`src/rtl/delay_add_pipe.sv`:
```
// Registered two-operand add with an independent delay line on each operand.
// Build option DELAY_ADD_PIPE_SAT_EN: saturate c to all-ones on carry-out instead of wrapping.
module delay_add_pipe #(
  parameter int WIDTH   = 4,
  parameter int A_DELAY = 0,
  parameter int B_DELAY = 1
) (
  input  logic             clk,
  input  logic             rst,
  input  logic             en,
  input  logic             in_valid,
  input  logic [WIDTH-1:0] a,
  input  logic [WIDTH-1:0] b,
  output logic [WIDTH-1:0] c,
  output logic             c_valid
);

  if (A_DELAY > 64 || B_DELAY > 64) begin : g_bad_delay
    $error("delay_add_pipe: A_DELAY/B_DELAY above 64 is not supported");
  end

  function automatic logic [WIDTH-1:0] fold_sum(input logic [WIDTH:0] s);
`ifdef DELAY_ADD_PIPE_SAT_EN
    return s[WIDTH] ? {WIDTH{1'b1}} : s[WIDTH-1:0];
`else
    return s[WIDTH-1:0];
`endif
  endfunction

  logic [WIDTH-1:0] a_dly, b_dly;
  logic             a_vld, b_vld;

  // Operand a delay line: depth 0 is a straight wire into the adder
  if (A_DELAY == 0) begin : g_a_wire
    assign a_dly = a;
    assign a_vld = in_valid;
  end else begin : g_a_reg
    logic [A_DELAY-1:0][WIDTH-1:0] a_stg_q;
    logic [A_DELAY-1:0]            a_vld_q;
    always_ff @(posedge clk) begin
      if (rst) begin
        a_stg_q <= '0;
        a_vld_q <= '0;
      end else if (en) begin
        a_stg_q[0] <= a;
        a_vld_q[0] <= in_valid;
        for (int k = 1; k < A_DELAY; k++) begin
          a_stg_q[k] <= a_stg_q[k-1];
          a_vld_q[k] <= a_vld_q[k-1];
        end
      end
    end
    assign a_dly = a_stg_q[A_DELAY-1];
    assign a_vld = a_vld_q[A_DELAY-1];
  end

  // Operand b delay line, kept separate from a even when the depths match
  if (B_DELAY == 0) begin : g_b_wire
    assign b_dly = b;
    assign b_vld = in_valid;
  end else begin : g_b_reg
    logic [B_DELAY-1:0][WIDTH-1:0] b_stg_q;
    logic [B_DELAY-1:0]            b_vld_q;
    always_ff @(posedge clk) begin
      if (rst) begin
        b_stg_q <= '0;
        b_vld_q <= '0;
      end else if (en) begin
        b_stg_q[0] <= b;
        b_vld_q[0] <= in_valid;
        for (int k = 1; k < B_DELAY; k++) begin
          b_stg_q[k] <= b_stg_q[k-1];
          b_vld_q[k] <= b_vld_q[k-1];
        end
      end
    end
    assign b_dly = b_stg_q[B_DELAY-1];
    assign b_vld = b_vld_q[B_DELAY-1];
  end

  logic [WIDTH:0]   sum_d;
  logic [WIDTH-1:0] c_d, c_q;
  logic             c_valid_d, c_valid_q;

  always_comb begin
    sum_d     = {1'b0, a_dly} + {1'b0, b_dly};
    c_d       = fold_sum(sum_d);
    c_valid_d = a_vld & b_vld;
  end

  // Output register stage
  always_ff @(posedge clk) begin
    if (rst) begin
      c_q       <= '0;
      c_valid_q <= 1'b0;
    end else if (en) begin
      c_q       <= c_d;
      c_valid_q <= c_valid_d;
    end
  end

  assign c       = c_q;
  assign c_valid = c_valid_q;

endmodule
```
`config.mk`:
```
export PLATFORM = sky130hd
export DESIGN_NAME = delay_add_pipe
export DESIGN_NICKNAME = d
export VERILOG_FILES = /design/src/rtl/delay_add_pipe.sv
export SDC_FILE = /design/constraint.sdc
export NUM_CORES = 1
export LEC_CHECK = 0
export ABC_AREA = 1
export CORE_AREA = 2 2 39 41
export CTS_BUF_LIST = sky130_fd_sc_hd__clkbuf_8
export DETAILED_ROUTE_END_ITERATION = 6
export DIE_AREA = 0 0 41 43
export GPL_TIMING_DRIVEN = 0
export PLACE_DENSITY = 0.68
export SETUP_SLACK_MARGIN = 0.1
export SYNTH_ARGS = -nofsm -noshare
export SYNTH_HDL_FRONTEND = slang
export SYNTH_SLANG_ARGS = --single-unit
```
`constraint.sdc`:
```
create_clock -name clk -period 1.29 [get_ports clk]
set_input_delay 0.3225 -clock clk [delete_from_list [all_inputs] [get_ports clk]]
set_output_delay 0.3225 -clock clk [all_outputs]
set_load 0.02 [all_outputs]
```
==> reports/metrics.csv, run 1 <==
metric,value,unit
syn-num-nets,79,
p_sw,198,uW
htree_levels,1,
p_sw_share,24.6,%
hold_class,in -> reg,
dpl.hpwl,729,um
crit_type,in -> reg,
path_cells,clkdlybuf4s15_1 -> ha_4 -> fa_2 -> xor2_1 -> o21ai_1 -> inv_1,
core_area,0.00138,mm^2
crit_arrival,1.35,ns
fill_cells,147,
finalWirelength,1070,um
p_int,607,uW
combPwrFrac,17.9,%
finalInstanceArea,701,um^2
cts_root_buf,clkbuf_8,
cts_tree,yes,
tns,0,ns
worst_pin_slew,0.182,ns
setup_viol,0,
yosys_warnings,0,
critPathMaxFanout,2,
power_frac_clock,39.4,%
hold_start,rst,
cts_sinks,10,
worstReg2RegStart,b_dly[0],
grt_max_degree,11,
io_buffers,15,
wl_per_cell,10.9,um
grt_overflow,0,
critPathMaxStageDelay,0.33,ns
ys_seq_elements,10,
seq_area,203,um^2
antenna_cells,0,
cp-start-kind,input port,
min_period,1.23,ns
netlist.area_leader.share,42.4,%
antenna_found_initial,0,
area_delta_synth_final,48.5,%
status,"finished, final reports clean",
clockBufferDepth,2,
cp-startpoint,a[0],
nets,100,
layout-drive-gt1-share,20.7,%
num_io_pins,17,
end_kind,flop,
finClkSkew,0.00381,ns
row_count,14,
viasPerCell,4.47,
syn_inst,63,
hold_viol,0,
min_period_over_period,95.2,%
drc,0,
clk_pin_slew,0.05,ns
seqPwrFrac,42.7,%
synth_area,472,um^2
fmax,0.814,GHz
path_buf_inv,2,
cts_hold_buf,0,
drt-initial-drc-count,9,
syn_avg_cell_area,7.49,um^2
ir_worst_vdd,0.630,mV
p_leak,0.322,nW
multi_input_area,264,um^2
fin_util,50.6,%
powerDensity,1150,mW/mm^2
die_area,0.00176,mm^2
gp_congestion,0.692,
die_h,43,um
grt_pass1_vias,380,
final_cell_mix,"nand2_1, dfxtp_1, a21oi_1, clkdlybuf4s50_1, nor2_1",
dr.pass1.iters,4,
path_delay_family,adder cells,
grt_pass1_wl,1530,um
clk_latency,0.23,ns
cp.required,1.42,ns
final_common_cell,nand2_1,
gr-usage-all-layers,13.7,%
slew_viol_final,0,
cap_viol_max_count,0,
netlist-cell-type-count,15,
synth_area_leaders,"dfxtp_1, nand2_1, ha_1, a21oi_1, nor2_1",
dieWidth,41,um
numCtsBuffers,3,
slowest_stage,fa_2,
netlist.top_cell.by_area,dfxtp_1,
postPlaceCellArea,657,um^2
yosysSeqAreaShare,42.4,%
initial_core_util,34.1,%
routed-via-count,438,
ant_nets,0,
rsz0062_at_grt,true,
relSlewSlack,87.9,%
-- final cells by class --
| class | instances | share of cell area [%] |
|---|---|---|
| flip-flops and latches | 10 | 28.9 |
| clock buffers | 3 | 5.89 |
| repair buffers | 16 | 19.6 |
| inverters | 6 | 3.21 |
| multi-input cells | 45 | 37.7 |
| well taps | 16 | 2.86 |
| plain buffers | 2 | 1.79 |
-- power groups by stage --
stage	logic [mW]	registers, mW	clock network [mW]
after global routing	0.162	0.345	0.348
after detailed placement	0.147	0.348	0
after CTS	0.144	0.342	0.329
final	0.144	0.344	0.317
after global placement	0.144	0.346	0
after floorplan	0.0655	0.359	0
-- cell families (layout without fill, tap and decap cells) --
| kind of cell | after synthesis | count (layout) | share of synthesized area (%) |
|---|---|---|---|
| AO/OA/AOI/OAI | 9 | 9 | 10.1 |
| XOR/XNOR | 1 | 1 | 1.86 |
| adder cells (fa/ha/maj) | 4 | 4 | 12.2 |
| buffers and inverters | 8 | 27 | 7.43 |
| flip-flops | 10 | 10 | 42.4 |
| AND/OR/NAND/NOR | 31 | 31 | 26.0 |
-- flip-flops by register name, summed over array words and instances (netlist names) --
signal   cells
c            4
c_valid      1
b_dly        4
b_vld        1
-- cell usage after synthesis --
library cell,count
inv_2,1
a21oi_1,7
buf_4,1
inv_1,5
fa_1,1
dfxtp_1,10
nand2_1,21
nor2_1,6
ha_1,3
xor2_1,1
nand3_1,3
or2_1,1
buf_2,1
o21ai_1,1
a211oi_1,1
-- worst paths after layout --
kind | to | slack [ns] | cells after the start
setup / recovery | c[2] | 0.06 | 6
hold / removal | b_dly[2] | 0.38 | 2
setup reg to reg | c[2] | 0.06 | 5
hold reg to reg | b_vld | 0.46 | 2
-- per-layer routing --
layer | vias up | global-route usage, % | wire, um
met5 | - | 0 | 0
met4 | 0 | 12.0 | 34
met3 | 4 | 4.71 | 48
met2 | 12 | 20.9 | 544
met1 | 186 | 13.7 | 445
li1 | 236 | - | -
-- through the flow --
step           hold WS, ns  power, mW  std cells  setup WS, ns
2_1_floorplan        0.440      0.424         63         0.106
3_3_place_gp         0.450      0.491         94        -0.416
3_5_place_dp         0.455      0.494         94        -0.434
4_1_cts              0.374      0.815         98        0.0572
5_1_grt              0.394      0.855         98        0.0138
6_report             0.376      0.805         98        0.0616
-- what timing repair did --
action,4_1_cts,5_1_grt
endpoints found under the hold margin,0,0
endpoints found under the setup margin,8,7
pin swaps,2,6
cloned,0,0
resized for setup,15,8
buffers inserted,1,0
Note: power is estimated with default switching activity, not from simulation.
==> inputs of run 2 (changes only) <==
- CORE_AREA: 2 2 39 41 -> 4 4 41 43
- DIE_AREA: 0 0 41 43 -> 0 0 45 47
==> reports/metrics.csv, run 2 (synthesis results as in run 1) <==
metric,value,unit,change
clk_latency,0.24,ns,about the same
cts_root_buf,clkbuf_8,,
die_h,47,um,+9.3%
io_buffers,15,,unchanged
fill_cells,132,,-10%
area_delta_synth_final,52.0,%,
power_frac_clock,44.8,%,+5.4 points
antenna_found_initial,0,,unchanged
grt_pass1_vias,433,,+14%
layout-drive-gt1-share,20.7,%,unchanged
ant_nets,0,,unchanged
p_total,878,uW,+9.0%
seq_area,203,um^2,unchanged
slowest_stage,fa_2,,
initial_core_util,36.2,%,+2.2 points
row_count,13,,-1
path_cells,ha_4 -> fa_2 -> nand2_1 -> a21oi_1,,
gr-usage-all-layers,12.2,%,-1.5 points
slew_viol_final,0,,unchanged
rsz0062_at_grt,true,,
gp_congestion,0.667,,-3.6%
status,"finished, final reports clean",,
critPathMaxStageDelay,0.52,ns,+0.19 ns
num_io_pins,17,,unchanged
crit_arrival,1.40,ns,+0.05 ns
cp-start-kind,flop,,
min_period_over_period,95.2,%,about the same
die_area,0.00212,mm^2,+20%
p_leak,0.323,nW,+0.47%
antenna_cells,0,,unchanged
finalWirelength,1070,um,-0.56%
drt-initial-drc-count,10,,+1
core_area,0.00130,mm^2,-6.0%
hold_class,in -> reg,,
min_period,1.23,ns,-0.00000210 ns
grt_max_degree,11,,unchanged
r2r_slack,0.06,ns,about the same
grt_overflow,0,,unchanged
powerDensity,1220,mW/mm^2,+6.5%
post-cts-setup-buffers,0,,-1
finClkSkew,0.00719,ns,+0.00338 ns
seqPwrFrac,39.1,%,-3.6 points
cts_tree,yes,,
dr.pass1.iters,4,,unchanged
p_int,669,uW,+10%
hold_viol,0,,unchanged
fin_util,55.1,%,+4.5 points
htree_levels,1,,unchanged
p_sw,208,uW,+5.1%
viasPerCell,4.58,,+2.4%
ir_worst_vdd,0.589,mV,-6.5%
clk_pin_slew,0.05,ns,about the same
dpl.hpwl,765,um,+5.0%
final_cell_mix,"nand2_1, dfxtp_1, a21oi_1, clkdlybuf4s50_1, nor2_1",,
dieWidth,45,um,+9.8%
grt_pass1_wl,1770,um,+16%
fmax,0.814,GHz,about the same
setup_viol,0,,unchanged
crit_type,reg -> reg,,
worst_pin_slew,0.185,ns,+0.00341 ns
path_buf_inv,0,,-2
combPwrFrac,16.1,%,-1.8 points
cts_sinks,10,,unchanged
clockBufferDepth,2,,unchanged
nets,99,,-1.0%
critPathMaxFanout,2,,unchanged
final_common_cell,nand2_1,,
numCtsBuffers,3,,unchanged
postPlaceCellArea,656,um^2,-0.19%
routed-via-count,444,,+1.4%
cap_viol_max_count,0,,unchanged
path_delay_family,adder cells,,
drc,0,,unchanged
wl_per_cell,11.0,um,+0.47%
relSlewSlack,87.6,%,-0.23 points
p_sw_share,23.8,%,-0.89 points
finalInstanceArea,717,um^2,+2.3%
end_kind,flop,,
whs,0.387,ns,+0.0104 ns
multi_input_area,264,um^2,unchanged
cp.required,1.46,ns,+0.04 ns
==> run 2: cell types whose count changed in the layout (fill, tap and decap cells not counted) <==
| cell | before | now |
|---|---|---|
| dlygate4sd2_1 | 1 | 2 |
| clkbuf_8 | 3 | 4 |
| clkdlybuf4s15_1 | 2 | 1 |
| clkbuf_2 | 4 | 2 |
| clkdlybuf4s15_2 | 1 | 3 |
| buf_4 | 2 | 1 |
==> run 2: power by group through the flow <==
| stage | combinational [mW] | clock [mW] | sequential, mW |
|---|---|---|---|
| finish | 0.141 | 0.394 | 0.343 |
| global placement | 0.144 | 0 | 0.346 |
| detailed placement | 0.147 | 0 | 0.347 |
| CTS | 0.145 | 0.402 | 0.342 |
| floorplan | 0.0655 | 0 | 0.359 |
| global route | 0.159 | 0.419 | 0.345 |
==> run 2: worst paths after layout <==
path | start | endpoint | cells past startpoint
max | b_dly[0] | c[1] | 4
min reg2reg | c_valid | c_valid | 2
min | rst | c[1] | 2
max reg2reg | b_dly[0] | c[1] | 4
==> run 2: per-stage QoR <==
step | setup TNS [ns] | instances | setup slack (ns)
after floorplan | 0 | 63 | 0.106
after global routing | -0.00541 | 97 | -0.00541
after detailed placement | -1.21 | 93 | -0.422
after CTS | 0 | 97 | 0.0575
final | 0 | 97 | 0.0617
after global placement | -1.13 | 93 | -0.406
==> run 2: metal layers <==
metal	vias to the layer above	GRT usage, %	routed length [um]
li1	235	-	-
met2	14	19.5	490
met5	-	0	0
met4	0	7.02	19
met1	191	14.7	483
met3	4	3.45	72
==> run 2: cell type report <==
type | count | area share, %
Buffer | 2 | 1.75
Clock buffer | 4 | 7.68
Inverter | 6 | 3.14
Multi-Input combinational cell | 45 | 36.8
Sequential cell | 10 | 28.3
Tap cell | 15 | 2.62
Timing Repair Buffer | 15 | 19.7
==> run 2: what timing repair did <==
item / CTS / global route
gates resized for setup: 18 / 4
endpoints found under the hold margin: 0 / 0
hold buffers: 0 / 0
setup endpoints to repair: 8 / 5
pin swaps: 1 / 0
